[src/rtl/ks_addsub_pipe.sv]
// Pipelined Kogge-Stone adder/subtractor with valid/ready back-pressure.
// One register rank per prefix level; the whole pipe stalls as a unit.

module ks_addsub_cell (
  input  logic g_hi,
  input  logic p_hi,
  input  logic g_lo,
  input  logic p_lo,
  output logic g,
  output logic p
);
  assign g = g_hi | (p_hi & g_lo);
  assign p = p_hi & p_lo;
endmodule

module ks_addsub_pipe #(
  parameter  int WIDTH  = 8,
  localparam int LEVELS = $clog2(WIDTH),
  localparam int LAT    = LEVELS + 2
) (
  input  logic             clk,
  input  logic             rst,
  input  logic             in_valid,
  output logic             in_ready,
  input  logic [WIDTH-1:0] in_a,
  input  logic [WIDTH-1:0] in_b,
  input  logic             in_cin,
  input  logic             in_sub,
  output logic             out_valid,
  input  logic             out_ready,
  output logic [WIDTH-1:0] out_sum,
  output logic             out_cout,
  output logic             out_ovf,
  output logic             out_zero
);

  logic                             advance;
  logic [LAT-1:0]                   vld_pipe;
  logic [WIDTH-1:0]                 b_eff, g_s0, p_s0;
  logic                             cin_eff;
  logic [LEVELS:0][WIDTH-1:0]       g_q, p_q;
  logic [LEVELS-1:0][WIDTH-1:0]     pg_q;
  logic [LEVELS:1][WIDTH-1:0]       g_nx;
  logic [LEVELS-1:1][WIDTH-1:0]     pg_nx;
  logic [WIDTH-1:0]                 pg_top_unused;
  logic [LEVELS:0]                  cin_q, as_q, bs_q;
  logic [WIDTH-1:0]                 sum_nx;
  logic                             ovf_nx;

  assign advance   = !out_valid || out_ready;
  assign in_ready  = advance;
  assign out_valid = vld_pipe[LAT-1];

  // Carry-in enters as a generate at bit -1, folded into bit 0.
  always_comb begin
    b_eff   = in_sub ? ~in_b : in_b;
    cin_eff = in_sub | in_cin;
    p_s0    = in_a ^ b_eff;
    g_s0    = in_a & b_eff;
    g_s0[0] = g_s0[0] | (p_s0[0] & cin_eff);
  end

  for (genvar l = 1; l <= LEVELS; l++) begin : g_lvl
    localparam int SPAN = 1 << (l - 1);
    for (genvar i = 0; i < WIDTH; i++) begin : g_bit
      if (i >= SPAN) begin : g_cell
        if (l < LEVELS) begin : g_mid
          ks_addsub_cell u_cell (
            .g_hi(g_q[l-1][i]), .p_hi(pg_q[l-1][i]),
            .g_lo(g_q[l-1][i-SPAN]), .p_lo(pg_q[l-1][i-SPAN]),
            .g(g_nx[l][i]), .p(pg_nx[l][i])
          );
        end else begin : g_top
          // Group propagate is dead after the last level.
          ks_addsub_cell u_cell (
            .g_hi(g_q[l-1][i]), .p_hi(pg_q[l-1][i]),
            .g_lo(g_q[l-1][i-SPAN]), .p_lo(pg_q[l-1][i-SPAN]),
            .g(g_nx[l][i]), .p(pg_top_unused[i])
          );
        end
      end else begin : g_pass
        assign g_nx[l][i] = g_q[l-1][i];
        if (l < LEVELS) begin : g_pmid
          assign pg_nx[l][i] = pg_q[l-1][i];
        end else begin : g_ptop
          assign pg_top_unused[i] = pg_q[l-1][i];
        end
      end
    end
  end

  // Datapath needs no reset: validity lives in vld_pipe only.
  always_ff @(posedge clk) begin
    if (advance) begin
      g_q[0]   <= g_s0;
      pg_q[0]  <= p_s0;
      p_q[0]   <= p_s0;
      cin_q[0] <= cin_eff;
      as_q[0]  <= in_a[WIDTH-1];
      bs_q[0]  <= b_eff[WIDTH-1];
      for (int l = 1; l <= LEVELS; l++) begin
        g_q[l]   <= g_nx[l];
        p_q[l]   <= p_q[l-1];
        cin_q[l] <= cin_q[l-1];
        as_q[l]  <= as_q[l-1];
        bs_q[l]  <= bs_q[l-1];
      end
      for (int l = 1; l < LEVELS; l++) pg_q[l] <= pg_nx[l];
    end
  end

  // Carry into bit i is the full-prefix generate of bits i-1..0.
  assign sum_nx = p_q[LEVELS] ^ {g_q[LEVELS][WIDTH-2:0], cin_q[LEVELS]};
  assign ovf_nx = (as_q[LEVELS] == bs_q[LEVELS]) && (sum_nx[WIDTH-1] != as_q[LEVELS]);

  always_ff @(posedge clk) begin
    if (rst) begin
      vld_pipe <= '0;
      out_sum  <= '0;
      out_cout <= 1'b0;
      out_ovf  <= 1'b0;
      out_zero <= 1'b0;
    end else if (advance) begin
      vld_pipe <= {vld_pipe[LAT-2:0], in_valid};
      if (vld_pipe[LAT-2]) begin
        out_sum  <= sum_nx;
        out_cout <= g_q[LEVELS][WIDTH-1];
        out_ovf  <= ovf_nx;
        out_zero <= ~|sum_nx;
      end
    end
  end

endmodule

[config.mk]
export PLATFORM = sky130hd
export DESIGN_NAME = ks_addsub_pipe
export DESIGN_NICKNAME = d
export VERILOG_FILES = /design/src/rtl/ks_addsub_pipe.sv
export SDC_FILE = /design/constraint.sdc
export NUM_CORES = 1
export LEC_CHECK = 0
export ABC_AREA = 1
export BUFFER_PORTS_ARGS = -buffer_cell sky130_fd_sc_hd__buf_2
export CAP_MARGIN = 20
export CORE_UTILIZATION = 58
export DETAILED_ROUTE_END_ITERATION = 12
export PLACE_DENSITY_LB_ADDON = 0.25
export SLEW_MARGIN = 20
export SYNTH_ARGS = -nofsm -noshare
export SYNTH_HDL_FRONTEND = slang
export SYNTH_SLANG_ARGS = --single-unit
[constraint.sdc]
create_clock -name clk -period 1.7 [get_ports clk]
set_input_delay 0.255 -clock clk [delete_from_list [all_inputs] [get_ports clk]]
set_output_delay 0.255 -clock clk [all_outputs]
set_load 0.01 [all_outputs]
==> results.toml, run 1 <==
[status]
status = "finished, final reports clean"

[pwr]
leakage_uw = 0.00189
peakVddDrop_uv = 605
power_density_nw_per_um2 = 1180

[cts]
postCtsSetupBuffers = 0
cts_buffers = 9
cts_hold_buf = 0
ctsRootBufferMaster = "clkbuf_8"
clkLatencyLatePin_ns = 0.34
h-tree-depth = 3
cts_buffer_depth = 2
tritoncts = "built"
clock_sinks = 102
cts.clk_slew.worst_paths_ns = 0.08
cts-resized-gates = 0

[floorplan]
core-area_um2 = 6060
initial_core_util_pct = 61.8
dieArea_um2 = 6780
die_x_um = 82.3
die_h_um = 82.3
ios = 35
rows = 28

[detailed_routing]
wirelength_um = 4450
via_count = 1856
drt_iter0_drc = 99
drt-wirelength-per-cell_um = 11.5
drc = 0
drt.antenna.violating_nets = 0
viasPerCell = 4.81
firstDrtPassIters = 4

[timing]
maxSlewViolCount = 0
final-setup-viol-count = 0
hold_viol_final = 0
worst_pin_slew_ns = 0.347
fmax_ghz = 0.675
relSlewSlack_pct = 76.8
fin_crit_ns = 1.48
final.setup.tns_ns = 0
skew_ns = 0.00525
rsz0062_at_grt = "false"
fin_crit_sh_pct = 87.1

[finish]
fill_cells = 438
multiInputGateArea_um2 = 679
antennaDiodeCount = 0
final_cell_mix = "edfxtp_1 (86), nand2_1 (47), buf_2 (34), inv_1 (33), dfxtp_1 (16)"
ff_latch_area_um2 = 2900
layout_commonest_cell = "edfxtp_1"
finish.utilization_pct = 68.9
area_growth_pct = 11.6
final_layout_size_suffix_gt1_share_pct = 18.3
nets = 336

[synthesis]
ys_ff_latch = 102
yosysWarnings = 0
netlist_instances = 261
yosysSeqAreaShare_pct = 77.5
synth_area_um2 = 3740
syn-mean-instance-area_um2 = 14.3
ys_types = 22
synth_fp_nets = 291

[setup_path]
worstSetupStartpointType = "register"
crit_type = "reg2out"
cp.arrival_ns = 1.23
end_kind = "output port"
crit_path_max_fanout = 28
required_ns = 1.44

[placed_design]
dpl.hpwl_um = 3130
gp_congestion = 0.716
numPortBuffers = 34

[worst_hold_path]
worstHoldPathType = "in2reg"

[global_routing]
grt_pass1_wl_um = 7220
grt_antenna_before_repair = 0
grt_max_degree = 29
grt_pass1_vias = 1726
grt-ovfl-total = 0
track_usage_pct = 15.2

[job]
drv_cap = 0
## cells in the mapped netlist, drive strengths merged
cell type,number,area [µm²]
edfxtp,86,2580
nand2,48,188
inv,35,139
dfxtp,16,320
nor2,15,63.8
o21ai,15,82.6
a21o,11,82.6
a21oi,10,50.1
xor2,10,87.6
ha,8,100
buf,2,18.8
clkbuf,1,3.75
nand3,1,5.00
nor3,1,5.00
or2,1,6.26
xnor2,1,8.76
## worst paths after layout
kind | cells past startpoint | end | startpoint | slack [ns]
max | 4 | in_ready | vld_pipe[4] | 0.22
min | 2 | vld_pipe[4] | rst | 0.11
max reg2reg | 4 | pg_q[10] | vld_pipe[4] | 0.36
min reg2reg | 0 | p_q[18] | p_q[10] | 0.42
## final cells by class
class                      count  share of cell area, %
timing repair buffer          37                   4.61
multi-input combinational    121                   16.3
clock buffer                  13                   3.56
sequential                   102                   69.5
tap                           75                   2.25
inverter                      35                   3.32
clock inverter                 3                  0.509
## power breakdown
group | total [µW] | leakage, µW | switching (µW) | internal, µW
clock network | 1310 | 0.0000836 | 732 | 575
logic | 337 | 0.000751 | 184 | 153
registers | 3280 | 0.00106 | 152 | 3120
## worst max-delay path: stages (launching register included)
cell and delay [ns]:
dfxtp_1 0.33, inv_1 0.06, nor2_4 0.17, inv_6 0.14, buf_2 0.18
## state kept, by name (all words and copies together), names as in the netlist
register,flops
g_q,25
p_q,24
pg_q,17
out_sum,8
g_nx,7
vld_pipe,5
as_q,4
bs_q,4
cin_q,4
out_cout,1
out_ovf,1
out_zero,1
pg_nx,1
## layer usage
layer / GRT usage, % / vias to the layer above / part of all wire (%)
met2: 26.2 / 41 / 50
met1: 16.3 / 833 / 44
met4: 7.37 / 0 / 1.6
li1: - / 974 / -
met3: 5.82 / 8 / 4.9
met5: 0 / - / 0
## metrics by stage
stage	setup slack, ns	hold WS (ns)	instances	instance area [µm²]	power [µW]
after global placement	0.374	0.400	370	4010	3650
after global routing	0.0847	0.0858	386	4180	5170
after CTS	0.196	0.0962	386	4180	4980
final	0.219	0.114	386	4180	4920
after detailed placement	0.350	0.405	370	4010	3680
after floorplan	0.194	0.324	261	3740	3540
## logic make-up after synthesis
logic type | share of synthesized area (%)
AO/OA/AOI/OAI | 5.75
XOR/XNOR | 2.57
adder cells (fa/ha/maj) | 2.67
buffers and inverters | 4.31
flip-flops | 77.5
AND/OR/NAND/NOR | 7.15
No activity file was read; power rests on OpenSTA's default activity.
==> run 2: changes to the inputs <==
- CORE_UTILIZATION: 58 -> 62
- clock period: 1.7 -> 1.8 ns (I/O delays scaled with it)
==> run 2 against run 1 <==
  * Non-clock buffer count is 1 lower
  * Critical path depth unchanged
  * Cell count shrank 1.0%
  * Clock skew rose by 0.0051 ns
  * Clock power rose by 8%
  * Critical endpoint unchanged
  * First-iteration DRC count shrank 1.0%
  * Sequential power down 5%
==> results.toml, run 2 (synthesis results as in run 1) <==
[cts]
cts_buffers = 9
clkLatencyLatePin_ns = 0.36
cts_hold_buf = 0
clock_sinks = 102
cts_buffer_depth = 2
h-tree-depth = 3
postCtsSetupBuffers = 0
cts-resized-gates = 0
ctsRootBufferMaster = "clkbuf_8"
tritoncts = "built"
cts.clk_slew.worst_paths_ns = 0.10

[finish]
nets = 335
regMostFlops = "g_q"
multiInputGateArea_um2 = 679
ff_latch_area_um2 = 2900
fill_cells = 373
finish.utilization_pct = 74.3
layout_commonest_cell = "edfxtp_1"
antennaDiodeCount = 0
area_growth_pct = 12.6
largest_register_ffs = 25
final_cell_mix = "edfxtp_1 (86), nand2_1 (47), buf_2 (34), inv_1 (33), dfxtp_1 (16)"
final_layout_size_suffix_gt1_share_pct = 19.0
reg.largest.list = "g_q (25), p_q (24), pg_q (17)"

[timing]
maxSlewViolCount = 0
skew_ns = 0.0104
worst_slack_ns = 0.264
hold_viol_final = 0
final-setup-viol-count = 0
relSlewSlack_pct = 76.5
rsz0062_at_grt = "false"
fin_crit_ns = 1.54
worst_pin_slew_ns = 0.353
final.setup.tns_ns = 0
fmax_ghz = 0.651
fin_crit_sh_pct = 85.3

[global_routing]
grt_antenna_before_repair = 0
grt_max_degree = 46
grt-ovfl-total = 0
grt_pass1_vias = 1841
grt_pass1_wl_um = 7600
track_usage_pct = 16.8

[setup_path]
cp.arrival_ns = 1.27
worst-path-stages = 4
reg2reg_depth = 8
end_kind = "output port"
crit_chain = "inv_1, nor2_4, inv_6, buf_2"
worstSetupStartpointType = "register"
crit_buf_inv = 3
required_ns = 1.53
slowest_stage = "dfxtp_1"
slowest_delay_ns = 0.34
crit_start = "vld_pipe[4]"
r2r_slack_ns = 0.46
path_delay_family = "buffers and inverters"
reg2reg_from = "vld_pipe[4]"
timing.rr.end = "out_ovf"
crit_path_max_fanout = 27
cp-endpoint = "in_ready"
crit_type = "reg2out"

[detailed_routing]
via_count = 1896
firstDrtPassIters = 4
drc = 0
viasPerCell = 4.96
drt-wirelength-per-cell_um = 11.7
drt_iter0_drc = 98
wirelength_um = 4460
drt.antenna.violating_nets = 0

[placed_design]
numPortBuffers = 34
gp_congestion = 0.729
dpl.hpwl_um = 3050
post-place-ws_ns = 0.417

[floorplan]
die_h_um = 79.7
dieArea_um2 = 6350
initial_core_util_pct = 66.0
die_x_um = 79.7
rows = 27
core-area_um2 = 5680
ios = 35

[worst_hold_path]
worstHoldPathType = "in2reg"

[job]
drv_cap = 0

[pwr]
peakVddDrop_uv = 675
power_density_nw_per_um2 = 1150
leakage_uw = 0.00191

[status]
status = "finished, final reports clean"
-- run 2: cell types whose count changed in the layout (fill, tap and decap cells not counted), moves of 2 or more --
cell,previous run,this run
clkinv_4,1,3
inv_6,1,3
buf_4,3,1
clkbuf_1,3,0
-- run 2: power by group --
| group | internal, µW | leakage (µW) | total, µW | switching (µW) |
|---|---|---|---|---|
| Sequential | 2950 | 0.00106 | 3100 | 146 |
| Clock | 659 | 0.000100 | 1420 | 758 |
| Combinational | 145 | 0.000753 | 321 | 176 |
-- run 2: layout make-up --
type | instances | share of cell area (%)
multi-input cells | 121 | 16.1
flip-flops and latches | 102 | 68.9
clock buffers | 9 | 2.94
repair buffers | 36 | 4.69
well taps | 72 | 2.14
inverters | 35 | 3.30
clock inverters | 7 | 1.93
-- run 2: layer usage --
| metal | GRT usage (%) | routed length (µm) | vias to the layer above |
|---|---|---|---|
| met2 | 28.3 | 2250 | 44 |
| met3 | 5.26 | 201 | 13 |
| li1 | - | - | 978 |
| met4 | 11.1 | 123 | 0 |
| met1 | 18.0 | 1880 | 861 |
| met5 | 0 | 0 | - |
-- run 2: per-stage QoR --
step	cell area [µm²]	power, µW	instances	hold slack [ns]
2_1_floorplan	3740	3340	261	0.339
3_3_place_gp	4010	3450	366	0.402
3_5_place_dp	4010	3480	366	0.405
4_1_cts	4210	4880	382	0.0791
5_1_grt	4210	5050	382	0.0751
6_report	4210	4830	382	0.0927
-- run 2: worst min-delay path by stage --
stage                  start  endpoint  slack [ns]  cells after the start
floorplan                rst  out_zero        0.34                      1
global placement    cin_q[0]  cin_q[1]        0.40                      0
detailed placement   as_q[0]   as_q[1]        0.40                      0
CTS                  in_a[7]   as_q[0]        0.08                      1
global route         in_a[7]   as_q[0]        0.08                      1
finish               in_a[7]   as_q[0]        0.09                      1
==> run 3: changes to the inputs <==
--- a/config.mk
+++ b/config.mk
@@ -12,4 +12,5 @@
 export DETAILED_ROUTE_END_ITERATION = 12
+export HOLD_SLACK_MARGIN = 0.12
 export PLACE_DENSITY_LB_ADDON = 0.25
-export SLEW_MARGIN = 20
+export SLEW_MARGIN = 25
 export SYNTH_ARGS = -nofsm -noshare
==> constraint.sdc (replaced) <==
create_clock -name clk -period 1.8 [get_ports clk]
set_input_delay 0.18 -clock clk [delete_from_list [all_inputs] [get_ports clk]]
set_output_delay 0.18 -clock clk [all_outputs]
set_load 0.01 [all_outputs]
==> run 3 against run 2 <==
  * Flip-flop and latch count unchanged
  * Register-to-register slack improved by 0.03 ns
  * Combinational power increased by 3%
  * Routed wire length increased by 8.2%
  * Fmax increased by 8.6%
  * Non-clock buffer count increased by 6
  * Sequential power about the same
  * Total power decreased by 4.3%
  * Utilization increased by 0.20 points
  * First-iteration DRC count increased by 12%
  * Critical path type unchanged
  * Critical endpoint unchanged
  * Largest power group unchanged
==> results.toml, run 3 (synthesis results as in run 1) <==
[status]
status = "finished, final reports clean"

[global_routing]
track_usage_pct = 17.6
grt_antenna_before_repair = 0
use_met1_pct = 20.3
top_usage_layer = "met2"
grt-ovfl-total = 0
grt_pass1_vias = 1807
grt_max_degree = 33
grt_pass1_wl_um = 8000
grt_use_met2_pct = 30.3
use_met3_pct = 3.54

[cts]
ctsRootBufferMaster = "clkbuf_8"
cts_buffers = 9
clock_sinks = 102
postCtsSetupBuffers = 0
h-tree-depth = 3
tritoncts = "built"
cts_buffer_depth = 2
cts.clk_slew.worst_paths_ns = 0.09
clkLatencyLatePin_ns = 0.34
cts_hold_buf = 5
cts-resized-gates = 0

[detailed_routing]
wirelength_um = 4830
via_count = 1900
drt-wirelength-per-cell_um = 12.4
drt.antenna.violating_nets = 0
drc = 0
viasPerCell = 4.90
drt_iter0_drc = 110
firstDrtPassIters = 4

[worst_hold_path]
worstHoldPathType = "in2reg"

[floorplan]
core-area_um2 = 5680
dieArea_um2 = 6350
ios = 35
die_h_um = 79.7
rows = 27
die_x_um = 79.7
initial_core_util_pct = 66.0

[timing]
maxSlewViolCount = 0
worst_slack_ns = 0.386
fmax_ghz = 0.707
relSlewSlack_pct = 77.1
skew_ns = 0.0108
rsz0062_at_grt = "false"
hold_viol_final = 0
fin_crit_sh_pct = 78.5
worst_pin_slew_ns = 0.343
final.setup.tns_ns = 0
final-setup-viol-count = 0
fin_crit_ns = 1.41

[pwr]
power_density_nw_per_um2 = 1100
leakage_uw = 0.00192
peakVddDrop_uv = 570

[setup_path]
crit_type = "reg2out"
worstSetupStartpointType = "register"
end_kind = "output port"
required_ns = 1.62
crit_path_max_fanout = 27
cp.arrival_ns = 1.23

[placed_design]
place_area_um2 = 4020
numPortBuffers = 34
dpl.hpwl_um = 3310
post-place-ws_ns = 0.483
gp_congestion = 0.731
placed_cells = 367

[finish]
area_growth_pct = 12.9
instances_no_fill = 388
regMostFlops = "g_q"
layout_commonest_cell = "edfxtp_1"
reg.largest.list = "g_q (25), p_q (24), pg_q (17)"
antennaDiodeCount = 0
largest_register_ffs = 25
postLayoutCellArea_um2 = 4230
final_cell_mix = "edfxtp_1 (86), nand2_1 (47), buf_2 (34), inv_1 (33), dfxtp_1 (16)"
nets = 341
final_layout_size_suffix_gt1_share_pct = 18.4

[job]
drv_cap = 0
## run 3: cell count changes in the layout (fill, tap and decap cells not counted)
| cell | before | now |
|---|---|---|
| buf_4 | 1 | 2 |
| bufinv_16 | 1 | 0 |
| clkbuf_1 | 0 | 2 |
| clkinv_2 | 0 | 4 |
| clkinv_4 | 3 | 0 |
| dlygate4sd3_1 | 0 | 5 |
| inv_6 | 3 | 1 |
## run 3: worst paths after layout
kind	from	endpoint	slack (ns)	depth (start not counted)
setup / recovery	vld_pipe[4]	in_ready	0.39	4
hold / removal	in_a[4]	pg_q[4]	0.14	2
setup reg to reg	vld_pipe[4]	out_ovf	0.49	8
hold reg to reg	p_q[10]	p_q[18]	0.42	0
## run 3: metrics by stage
stage	total power [µW]	hold WS (ns)	util, %
CTS	4670	0.125	74.4
global route	4850	0.126	74.4
finish	4630	0.139	74.4
detailed placement	3490	0.394	70.8
floorplan	3340	0.249	-
global placement	3450	0.388	70.8
## run 3: cell type report
| type | instances | area (µm²) |
|---|---|---|
| clock buffers | 11 | 131 |
| clock inverters | 5 | 27.5 |
| fillers | 379 | 1450 |
| inverters | 35 | 139 |
| multi-input cells | 121 | 679 |
| flip-flops and latches | 102 | 2900 |
| well taps | 72 | 90.1 |
| repair buffers | 42 | 255 |
## run 3: metal layers
metal  routed length (µm)  share of wire (%)  up-vias
li1                     -                  -      984
met2                 2440                 50       38
met1                 2170                 45      873
met4                   73                1.5        0
met5                    0                  0        -
met3                  143                3.0        5
## run 3: power by group
group | total [µW] | leakage [µW] | internal (µW) | switching [µW]
logic | 331 | 0.000778 | 152 | 178
registers | 3100 | 0.00106 | 2950 | 151
clock network | 1190 | 0.0000829 | 495 | 700
## run 3: critical path, cell delays in order (launching register included)
cell and delay (ns):
dfxtp_1 0.34, inv_1 0.06, nor2_4 0.17, inv_6 0.14, buf_2 0.17
